File: src/rtl/apb_slave_regbank_pkg.sv
// Shared types, register offsets and decode helper for the APB scratch-register target.
package apb_regbank_pkg;

  localparam int unsigned ADDR_W = 8;
  localparam int unsigned DATA_W = 32;
  localparam int unsigned WCNT_W = 3;

  typedef enum logic [1:0] {IDLE, SETUP, ACCESS, WAIT} apb_state_e;

  localparam logic [ADDR_W-1:0] STATUS_OFF = 8'h40;
  localparam logic [ADDR_W-1:0] ERRCNT_OFF = 8'h44;
  localparam logic [ADDR_W-1:0] ID_OFF     = 8'h48;
  localparam logic [DATA_W-1:0] ID_BASE    = 32'hA9B0_0000;

  typedef struct packed {
    logic [15:0] rd_cnt;
    logic [15:0] wr_cnt;
  } status_t;

  // 1 when the access must be answered with PSLVERR (unaligned, unmapped, or write to RO)
  function automatic logic addr_bad(input logic [ADDR_W-1:0] a, input logic wr,
                                    input int unsigned nregs);
    if (a[1:0] != 2'b00) return 1'b1;
    if (32'(a[ADDR_W-1:2]) < nregs) return 1'b0;
    if (a == STATUS_OFF || a == ERRCNT_OFF || a == ID_OFF) return wr;
    return 1'b1;
  endfunction

endpackage

File: src/rtl/apb_slave_regbank_if.sv
// APB bus between the bridge (master) and one peripheral target (slave).
interface apb_slave_regbank_if;
  logic [2:0]  Pselx;
  logic        Penable;
  logic        Pwrite;
  logic [31:0] Paddr;
  logic [31:0] Pwdata;
  logic [31:0] Prdata;
  logic        Pready;
  logic        Pslverr;

  modport master (output Pselx, Penable, Pwrite, Paddr, Pwdata,
                  input  Prdata, Pready, Pslverr);
  modport slave  (input  Pselx, Penable, Pwrite, Paddr, Pwdata,
                  output Prdata, Pready, Pslverr);
endinterface

File: src/rtl/apb_slave_regbank_fsm.sv
// APB phase tracker: setup/commit strobes, protocol-error detection, optional wait counter.
// Wait states are built only when APB_WAIT_EN is defined.
module apb_slave_fsm
  import apb_regbank_pkg::*;
#(
  parameter int unsigned WAIT_STATES = 1
) (
  input  logic              clk,
  input  logic              rst,
  input  logic              sel,
  input  logic              penable,
  input  logic              pwrite,
  input  logic [ADDR_W-1:0] paddr,
  input  logic              bad_c,
  output logic              setup_pulse,
  output logic              commit_pulse,
  output logic              proto_err,
  output logic [ADDR_W-1:0] addr_q,
  output logic              wr_q,
  output logic              pready,
  output logic              pslverr
);

  apb_state_e state_q, state_d;
  logic       mismatch_c;
  logic       pslverr_d;
`ifdef APB_WAIT_EN
  logic [WCNT_W-1:0] wcnt_q, wcnt_d;
  logic              err_q;
  logic              pready_q;
`else
  localparam int unsigned unused_wait_states = WAIT_STATES;
`endif

  assign mismatch_c = !sel || (paddr != addr_q) || (pwrite != wr_q);

  always_comb begin
    state_d      = state_q;
    setup_pulse  = 1'b0;
    commit_pulse = 1'b0;
    proto_err    = 1'b0;
`ifdef APB_WAIT_EN
    wcnt_d       = wcnt_q;
`endif
    case (state_q)
      ACCESS: begin
        state_d = IDLE;
        if (mismatch_c) proto_err = 1'b1;
        else            commit_pulse = 1'b1;
      end
`ifdef APB_WAIT_EN
      WAIT: begin
        if (mismatch_c) begin
          proto_err = 1'b1;
          state_d   = IDLE;
        end else begin
          wcnt_d = wcnt_q - WCNT_W'(1);
          if (wcnt_q == WCNT_W'(1)) state_d = ACCESS;
        end
      end
`endif
      default: if (sel && penable) proto_err = 1'b1;
    endcase
    // a new SETUP is taken from idle or in place of an access that broke protocol
    if ((state_q == IDLE || proto_err) && sel && !penable) begin
      setup_pulse = 1'b1;
`ifdef APB_WAIT_EN
      wcnt_d  = WCNT_W'(WAIT_STATES);
      state_d = (WAIT_STATES == 0) ? ACCESS : WAIT;
`else
      state_d = ACCESS;
`endif
    end
  end

`ifdef APB_WAIT_EN
  assign pslverr_d = (state_d == ACCESS) && (setup_pulse ? bad_c : err_q);
  assign pready    = pready_q;
`else
  assign pslverr_d = setup_pulse && bad_c;
  assign pready    = 1'b1;
`endif

  always_ff @(posedge clk) begin
    if (rst) begin
      state_q  <= IDLE;
      addr_q   <= '0;
      wr_q     <= 1'b0;
      pslverr  <= 1'b0;
`ifdef APB_WAIT_EN
      wcnt_q   <= '0;
      err_q    <= 1'b0;
      pready_q <= 1'b1;
`endif
    end else begin
      state_q <= state_d;
      pslverr <= pslverr_d;
      if (setup_pulse) begin
        addr_q <= paddr;
        wr_q   <= pwrite;
      end
`ifdef APB_WAIT_EN
      if (setup_pulse) err_q <= bad_c;
      wcnt_q   <= wcnt_d;
      pready_q <= (state_d != WAIT);
`endif
    end
  end

endmodule

File: src/rtl/apb_slave_regbank.sv
// APB scratch-register target with STATUS/ERRCNT/ID read-only registers.
// Optional wait states: define APB_WAIT_EN.
module apb_slave_regbank
  import apb_regbank_pkg::*;
#(
  parameter int unsigned SLV_ID      = 0,
  parameter int unsigned NUM_REGS    = 8,
  parameter int unsigned WAIT_STATES = 1
) (
  input logic                Hclk,
  input logic                Hreset,
  apb_slave_regbank_if.slave bus
);

  localparam int unsigned IDX_W = (NUM_REGS > 1) ? $clog2(NUM_REGS) : 1;

  logic              sel;
  logic              bad_c;
  logic              setup_pulse;
  logic              commit_pulse;
  logic              proto_err;
  logic [ADDR_W-1:0] addr_q;
  logic              wr_q;
  logic              pready;
  logic              pslverr;
  logic [DATA_W-1:0] regs_q [NUM_REGS];
  logic [DATA_W-1:0] rdata_c;
  logic [DATA_W-1:0] prdata_q;
  status_t           status_q;
  logic [7:0]        errcnt_q;
  logic              unused_bus;

  assign sel        = bus.Pselx[SLV_ID];
  assign bad_c      = addr_bad(bus.Paddr[ADDR_W-1:0], bus.Pwrite, NUM_REGS);
  assign unused_bus = ^{bus.Pselx, bus.Paddr[DATA_W-1:ADDR_W]};

  apb_slave_fsm #(.WAIT_STATES(WAIT_STATES)) u_fsm (
    .clk          (Hclk),
    .rst          (Hreset),
    .sel          (sel),
    .penable      (bus.Penable),
    .pwrite       (bus.Pwrite),
    .paddr        (bus.Paddr[ADDR_W-1:0]),
    .bad_c        (bad_c),
    .setup_pulse  (setup_pulse),
    .commit_pulse (commit_pulse),
    .proto_err    (proto_err),
    .addr_q       (addr_q),
    .wr_q         (wr_q),
    .pready       (pready),
    .pslverr      (pslverr)
  );

  // read mux on the live SETUP address; counters read here are pre-increment
  always_comb begin
    rdata_c = '0;
    if (!addr_bad(bus.Paddr[ADDR_W-1:0], 1'b0, NUM_REGS)) begin
      if (bus.Paddr[ADDR_W-1:0] == STATUS_OFF)      rdata_c = DATA_W'(status_q);
      else if (bus.Paddr[ADDR_W-1:0] == ERRCNT_OFF) rdata_c = {24'h0, errcnt_q};
      else if (bus.Paddr[ADDR_W-1:0] == ID_OFF)     rdata_c = ID_BASE | DATA_W'(SLV_ID);
      else                                          rdata_c = regs_q[bus.Paddr[IDX_W+1:2]];
    end
  end

  always_ff @(posedge Hclk) begin
    if (Hreset) begin
      for (int unsigned i = 0; i < NUM_REGS; i++) regs_q[i] <= '0;
      status_q <= '0;
      errcnt_q <= '0;
      prdata_q <= '0;
    end else begin
      if (commit_pulse && wr_q && !addr_bad(addr_q, 1'b1, NUM_REGS))
        regs_q[addr_q[IDX_W+1:2]] <= bus.Pwdata;
      if (commit_pulse) begin
        if (wr_q) status_q.wr_cnt <= status_q.wr_cnt + 16'd1;
        else      status_q.rd_cnt <= status_q.rd_cnt + 16'd1;
      end
      if (proto_err && errcnt_q != 8'hFF) errcnt_q <= errcnt_q + 8'd1;
      // read data is held only for the life of a read transfer
      if (setup_pulse)                   prdata_q <= bus.Pwrite ? '0 : rdata_c;
      else if (commit_pulse || proto_err) prdata_q <= '0;
    end
  end

  assign bus.Prdata  = prdata_q;
  assign bus.Pready  = pready;
  assign bus.Pslverr = pslverr;

endmodule

File: src/flat_wrapper.sv
// flat-port wrapper written by rule: the top's interface ports become plain ports
module apb_slave_regbank_flat import apb_regbank_pkg::*;
#(
  parameter int unsigned SLV_ID      = 0,
  parameter int unsigned NUM_REGS    = 8,
  parameter int unsigned WAIT_STATES = 1
)
  (Hclk, Hreset, bus_Pselx, bus_Penable, bus_Pwrite, bus_Paddr, bus_Pwdata, bus_Prdata, bus_Pready, bus_Pslverr);
  apb_slave_regbank_if bus_i ();
  input logic Hclk;
  input logic Hreset;
  input wire logic [$bits(bus_i.Pselx)-1:0] bus_Pselx;
  input wire logic [$bits(bus_i.Penable)-1:0] bus_Penable;
  input wire logic [$bits(bus_i.Pwrite)-1:0] bus_Pwrite;
  input wire logic [$bits(bus_i.Paddr)-1:0] bus_Paddr;
  input wire logic [$bits(bus_i.Pwdata)-1:0] bus_Pwdata;
  output wire logic [$bits(bus_i.Prdata)-1:0] bus_Prdata;
  output wire logic [$bits(bus_i.Pready)-1:0] bus_Pready;
  output wire logic [$bits(bus_i.Pslverr)-1:0] bus_Pslverr;
  assign bus_i.Pselx = bus_Pselx;
  assign bus_i.Penable = bus_Penable;
  assign bus_i.Pwrite = bus_Pwrite;
  assign bus_i.Paddr = bus_Paddr;
  assign bus_i.Pwdata = bus_Pwdata;
  assign bus_Prdata = bus_i.Prdata;
  assign bus_Pready = bus_i.Pready;
  assign bus_Pslverr = bus_i.Pslverr;
  apb_slave_regbank #(.SLV_ID(SLV_ID), .NUM_REGS(NUM_REGS), .WAIT_STATES(WAIT_STATES)) u_core (.Hclk(Hclk), .Hreset(Hreset), .bus(bus_i));
endmodule
File: config.mk
export PLATFORM = sky130hd
export DESIGN_NAME = apb_slave_regbank_flat
export DESIGN_NICKNAME = d
export VERILOG_FILES = /design/src/rtl/apb_slave_regbank_pkg.sv /design/src/rtl/apb_slave_regbank_if.sv /design/src/rtl/apb_slave_regbank_fsm.sv /design/src/rtl/apb_slave_regbank.sv /design/src/flat_wrapper.sv
export SDC_FILE = /design/constraint.sdc
export NUM_CORES = 1
export LEC_CHECK = 0
export BUFFER_PORTS_ARGS = -buffer_cell sky130_fd_sc_hd__buf_4
export CAP_MARGIN = 10
export CORE_MARGIN = 2
export CORE_UTILIZATION = 42
export DETAILED_ROUTE_END_ITERATION = 10
export HOLD_SLACK_MARGIN = 0.15
export SLEW_MARGIN = 10
export SYNTH_ARGS = -nofsm -noshare
export SYNTH_HDL_FRONTEND = slang
export SYNTH_HIERARCHICAL = 1
export SYNTH_SLANG_ARGS = --single-unit
File: constraint.sdc
create_clock -name Hclk -period 6.7 [get_ports Hclk]
set_clock_uncertainty 0.1 [all_clocks]
set_input_delay 0.335 -clock Hclk [delete_from_list [all_inputs] [get_ports Hclk]]
set_output_delay 0.335 -clock Hclk [all_outputs]
set_load 0.01 [all_outputs]
==> results of run 1 <==
[power groups by stage]
stage / combinational, mW / clock (mW) / sequential, mW
6_report: 0.268 / 2.01 / 2.34
5_1_grt: 0.290 / 2.14 / 2.34
4_1_cts: 0.272 / 2.05 / 2.34
3_5_place_dp: 0.254 / 0 / 2.38
3_3_place_gp: 0.252 / 0 / 2.38
2_1_floorplan: 0.163 / 0 / 2.37
[sequential cells by signal, summed over array words and instances (netlist names)]
| register | count |
|---|---|
| u_core/u_fsm/addr_q | 8 |
| u_core/errcnt_q | 8 |
| u_core/bus.Prdata | 32 |
| u_core/status_q | 32 |
| u_core/u_fsm/wr_q | 1 |
| u_core/regs_q | 256 |
| u_core/u_fsm/pslverr | 1 |
| u_core/u_fsm/state_q | 1 |
[worst max-delay path by stage]
| stage | startpoint | depth (start not counted) | end |
|---|---|---|---|
| 2_1_floorplan | u_core/u_fsm/addr_q[4] | 8 | u_core/regs_q[0][0] |
| 3_3_place_gp | bus_Paddr[2] | 9 | u_core/regs_q[3][12] |
| 3_5_place_dp | bus_Paddr[2] | 9 | u_core/regs_q[2][28] |
| 4_1_cts | bus_Paddr[7] | 10 | u_core/regs_q[2][12] |
| 5_1_grt | bus_Paddr[7] | 10 | u_core/regs_q[2][6] |
| 6_report | bus_Paddr[7] | 10 | u_core/regs_q[2][12] |
[Yosys cell counts, types with 5 or more instances]
cell type  count
a21oi_1       33
a22oi_1       50
a311oi_1       6
a31oi_1       10
and2_1       260
and4_1         5
buf_1          6
buf_2         10
buf_6          7
clkbuf_1      47
dfxtp_1       83
edfxtp_1     256
inv_1         11
mux2_2        13
mux4_2        62
nand2_1       42
nand3_1       19
nand4_1       22
nor2_1        48
nor2b_1       14
nor3_1        11
nor3b_1       11
nor4_1         5
o21ai_0       24
or2_2          8
or3_1          7
xnor2_1       23
xor2_1        15
[stage by stage]
step | utilization | total power [mW] | hold WS (ns) | instances | area [um2]
final | 0.493 | 4.61 | 0.175 | 1742 | 17900
after global routing | 0.493 | 4.77 | 0.184 | 1742 | 17900
after CTS | 0.493 | 4.66 | 0.156 | 1742 | 17900
after detailed placement | 0.450 | 2.63 | 0.364 | 1640 | 16400
after global placement | 0.450 | 2.63 | 0.364 | 1640 | 16400
after floorplan | - | 2.53 | 0.353 | 1153 | 15400
[layout by cell type, fill, tap and decap left out, types with 10 or more instances in the layout]
master         Yosys  layout
xor2_1            15      15
nand4_1           22      22
nor3b_1           11      11
a22oi_1           50      50
xnor2_1           23      23
nor2_1            48      42
nand2_1           42      42
and2_1           260     260
edfxtp_1         256     256
clkbuf_1          47      10
dlygate4sd3_1      0      35
inv_1             11      11
mux2_2            13      13
clkbuf_16          0      39
dfxtp_1           83      83
nand3_1           19      19
nor2b_1           14      14
o21ai_0           24      24
a21oi_1           33      33
mux4_2            62      62
buf_4              2      91
a31oi_1           10      10
[cell type report]
type	count	area, um2
inverter	11	41.3
timing repair buffer	126	1030
clock buffer	55	1100
sequential	339	9350
clock inverter	12	110
multi-input combinational	731	5700
tap	468	586
fill	3157	18400
[cells by family (layout without fill, tap and decap cells)]
family	after synthesis	count (layout)	share of synthesized area
multiplexers	79	79	0.103
AND/OR/NAND/NOR	470	470	0.180
adder cells (fa/ha/maj)	3	3	0.00244
AO/OA/AOI/OAI	140	140	0.0612
other	1	1	0.000244
XOR/XNOR	38	38	0.0216
buffers and inverters	83	204	0.0249
flip-flops	339	339	0.607
[metal layers]
layer | part of all wire | wire length (um) | up-vias
met3 | 0.051 | 1910 | 41
met2 | 0.49 | 18200 | 254
met5 | 0.00064 | 24 | -
met1 | 0.44 | 16600 | 4775
li1 | - | - | 4452
met4 | 0.015 | 559 | 4
[worst max-delay path, cell delays in order]
cell and delay, ns:
dlygate4sd3_1 0.53, buf_4 0.15, xnor2_1 0.15, nand4_1 0.36, nor3_1 0.35, and2_1 0.32
nand4_1 0.35, nor3_2 0.23, buf_4 0.43, or2_2 0.92
[repair_timing]
action / 4_1_cts / 5_1_grt
resized for setup: 0 / 0
endpoints found under the hold margin: 268 / 0
hold buffers: 35 / 0
==> impl_metrics.toml, run 1 <==
[status]
status = "finished, final reports clean"

[worst_setup_path]
endpoint_kind = "flip-flop"
crit_fanout = 33
worst_setup_path_start_kind = "input pin"
worstReg2RegEnd = "u_core/regs_q[2][12]"
rrSetupSlack_ns = 2.58
timing.rr.start = "u_core/u_fsm/addr_q[2]"
critPathArrivalTime_ns = 4.16
reg2reg_depth = 8
worstSetupPathType = "input pin to flip-flop"
worstPathRequired_ns = 6.72

[synth]
synth.area.top_cells = "edfxtp_1, dfxtp_1, and2_1, mux4_2, a22oi_1"
synth_seq_area_share = 0.607
yosys_register_bits = 339
syn-num-nets = 1227
synth_top_area_cell = "edfxtp_1"
synth_top_area_frac = 0.499
ys_async_sr_fraction = 0
synthDistinctLibCells = 56
synth.avg_cell_area_um2 = 13.4
synthCells = 1153
yosys_warnings = 6
synth_area_mm2 = 0.0154
synth_flop_cell = "edfxtp_1"
synth_edf_count = 256

[placement]
numPortBuffers = 77
routabilityCongestion = 0.808
dpl.hpwl_um = 21200
dpl_worst_slack_ns = 2.25

[clock_tree]
cts_tree = "built"
max-clock-path-buffers = 3
clock_latency_ns = 0.51
clock-root-buffer = "clkbuf_16"
post_cts_buffers = 0
cts_max_level = 2
clock-sinks = 339
cts_buffers = 37
cts.clk_slew.worst_paths_ns = 0.06

[route]
wl_per_cell_um = 21.4
num_vias = 9526
vias_per_cell = 5.47
routed_wl_um = 37300
drtPass1Iterations = 5
drc = 0
drt_iter0_drc = 723
postRouteAntennaNets = 0

[flow_run]
drv_cap = 0

[sta]
worst_slew_pin_slew_ns = 1.08
grt_setup_unrepaired = "false"
fin_crit_sh = 0.617
fmax_mhz = 242
slew_viol_final = 0
finalSetupViolations = 0
relSlewSlack = 0.277
finalHoldViolCount = 0
worst_slack_ns = 2.56
period_needed_ns = 4.14
totalNegativeSetupSlack_ns = 0

[power_and_ir_drop]
leakagePower_nw = 6.40
power.density_mw_per_mm2 = 258
p_switching_mw = 0.981
ir_worst_vdd_uv = 180
seq_power_share = 0.506
power.share.clock = 0.436
swShare = 0.213
combPwrFrac = 0.058
p_int_mw = 3.63

[global_routing]
overflow = 0
grt_max_degree = 71
gr-max-usage-layer = "met2"
grt_use_total = 0.198
use_met2 = 0.335
grt_pass1_vias = 9677
met3_usage = 0.0256
grt_first_pass_wirelength_um = 58100
use_met1 = 0.276
antenna_found_initial = 2

[finish]
diodes = 0
syn2layout_area_growth_pct = 16.3
nets = 1320
layout-drive-gt1-share = 0.192

[die]
boundaryPins = 105
initial_core_util = 0.424
die_h_um = 195
num_rows = 70
fp.dieW_um = 195
core_mm2 = 0.0363
die_area_mm2 = 0.0382

[hold_path]
min_path_type = "input pin to flip-flop"
min_delay_path_depth = 4
whs_endpoint = "u_core/u_fsm/addr_q[0]"
hp-start = "bus_Paddr[0]"
(Power assumes the default switching activity.)
==> inputs of run 2 (changes only) <==
Clock period 6.7 ns to 3.35 ns, I/O delays scaled along.
==> run 2 against run 1 <==
  * Combinational power is 120% higher
  * Global-route usage is 0.32 points higher
  * Total power is 97% higher
  * Die area stayed put
  * Flip-flop and latch count stayed put
  * Via count is 2.8% higher
  * Clock power is 90% higher
  * Wire length is 2.1% higher
  * Largest cell class unchanged
  * Largest power group unchanged
==> impl_metrics.toml, run 2 (synthesized netlist as in run 1, its figures left out) <==
[global_routing]
use_met2 = 0.328
grt_max_degree = 83
gr-max-usage-layer = "met2"
grt_use_total = 0.201
grt_pass1_vias = 9776
use_met1 = 0.285
overflow = 0
grt_first_pass_wirelength_um = 58700
met3_usage = 0.0304
antenna_found_initial = 2

[power_and_ir_drop]
leakagePower_nw = 6.62
power.density_mw_per_mm2 = 496
ir_worst_vdd_uv = 394

[worst_setup_path]
path_delay_family = "buffers and inverters"
worstPathRequired_ns = 3.71
cp_slowest_cell = "dlygate4sd3_1"
endpoint_kind = "flip-flop"
crit_fanout = 33
crit_buf_inv = 6
max_stage_delay_ns = 0.57
reg2reg_depth = 8
critPathArrivalTime_ns = 3.60
rrSetupSlack_ns = 0.45
crit_top_cell = "dlygate4sd3_1"
worst_setup_path_start_kind = "input pin"
timing.rr.start = "u_core/u_fsm/addr_q[3]"
worstSetupPathType = "input pin to flip-flop"
worstReg2RegEnd = "u_core/regs_q[1][22]"
cp_cell_sequence = "dlygate4sd3_1 -> buf_4 -> buf_6 -> a21o_1 -> o21ai_0 -> dlygate4sd3_1 -> nand2_1 -> dlygate4sd3_1 -> nor3b_2 -> dlygate4sd3_1"

[clock_tree]
clock-sinks = 339
cts_tree = "built"
cts_buffers = 37
cts.clk_slew.worst_paths_ns = 0.06
max-clock-path-buffers = 3
clock-root-buffer = "clkbuf_16"
cts_max_level = 2
clock_latency_ns = 0.51

[die]
die_h_um = 195
initial_core_util = 0.424
boundaryPins = 105
core_mm2 = 0.0363
fp.dieW_um = 195
die_area_mm2 = 0.0382
num_rows = 70

[route]
drt_iter0_drc = 774
vias_per_cell = 5.47
num_vias = 9788
wl_per_cell_um = 21.3
drtPass1Iterations = 5
routed_wl_um = 38100
drc = 0
postRouteAntennaNets = 0

[finish]
final_cell_mix = "and2_1, edfxtp_1, buf_4, dfxtp_1, mux4_2"
regArea_mm2 = 0.00935
largest_reg_flops = 256
syn2layout_area_growth_pct = 18.9
final_common_cell = "and2_1"
fillers = 3119
finalInstanceArea_mm2 = 0.0183
regMostFlops = "u_core/regs_q"
layout-drive-gt1-share = 0.209
nets = 1370
multi_input_area_mm2 = 0.00570

[sta]
grt_setup_unrepaired = "true"
slew_viol_final = 0
finalSetupViolations = 0
worst_slew_pin_slew_ns = 1.05
period_needed_ns = 3.24
finalHoldViolCount = 0
relSlewSlack = 0.292
fin_crit_sh = 0.967
totalNegativeSetupSlack_ns = 0
fmax_mhz = 309

[placement]
numPortBuffers = 77
placed_area_mm2 = 0.0167
routabilityCongestion = 0.855
dpl.hpwl_um = 22500

[hold_path]
hp-start = "bus_Paddr[4]"
min_path_type = "input pin to flip-flop"
whs_endpoint = "u_core/bus.Prdata[1]"
min_delay_path_depth = 4

[status]
status = "finished, final reports clean"

[flow_run]
drv_cap = 0
-- run 2: worst max path at each step --
stage                           start                   end  slack (ns)  cells after the start
2_1_floorplan  u_core/u_fsm/addr_q[4]   u_core/regs_q[0][0]        0.14                      8
3_3_place_gp             bus_Paddr[3]  u_core/regs_q[5][13]        0.37                      9
3_5_place_dp             bus_Paddr[3]   u_core/regs_q[1][9]        0.33                      9
4_1_cts                  bus_Paddr[3]  u_core/u_fsm/pslverr        0.03                     10
5_1_grt                  bus_Paddr[3]  u_core/u_fsm/pslverr       0.002                     10
6_report                 bus_Paddr[3]  u_core/u_fsm/pslverr        0.11                     10
-- run 2: timing repair --
item | 4_1_cts | 5_1_grt
setup endpoints to repair | 0 | 16
hold buffers | 52 | 0
buffers inserted | 0 | 0
resized for setup | 0 | 3
hold endpoints to repair | 308 | 0
-- run 2: through the flow --
stage	utilization	instances	setup WS (ns)	hold slack (ns)	total power [mW]
final	0.504	1789	0.110	0.181	9.08
after global routing	0.504	1789	0.00227	0.197	9.39
after CTS	0.503	1787	0.0259	0.162	9.17
after detailed placement	0.458	1673	0.329	0.365	5.30
after global placement	0.458	1673	0.372	0.363	5.29
after floorplan	-	1153	0.142	0.266	5.06
-- run 2: report_power, final --
group | leakage (nW) | internal (mW) | switching (mW)
clock | 0.560 | 2.24 | 1.58
sequential | 3.30 | 4.62 | 0.0463
combinational | 2.75 | 0.265 | 0.328
-- run 2: layer usage --
layer	share of wire	vias up
met5	0	-
met4	0.017	0
met3	0.061	49
met2	0.47	316
met1	0.45	4868
li1	-	4555
-- run 2: worst reg2reg max path, delay by kind of cell (launching register included) --
kind / cells / cell delay (ns)
AND/OR/NAND/NOR: 6 / 1.53
flip-flops: 1 / 0.34
buffers and inverters: 1 / 0.34
XOR/XNOR: 1 / 0.24
-- run 2: area by class of cell --
| type | instances | share of cell area |
|---|---|---|
| clock buffer | 49 | 0.0565 |
| multi-input combinational | 731 | 0.311 |
| tap | 468 | 0.0320 |
| antenna | 2 | 0.000273 |
| sequential | 339 | 0.510 |
| clock inverter | 13 | 0.00485 |
| inverter | 11 | 0.00225 |
| timing repair buffer | 176 | 0.0824 |
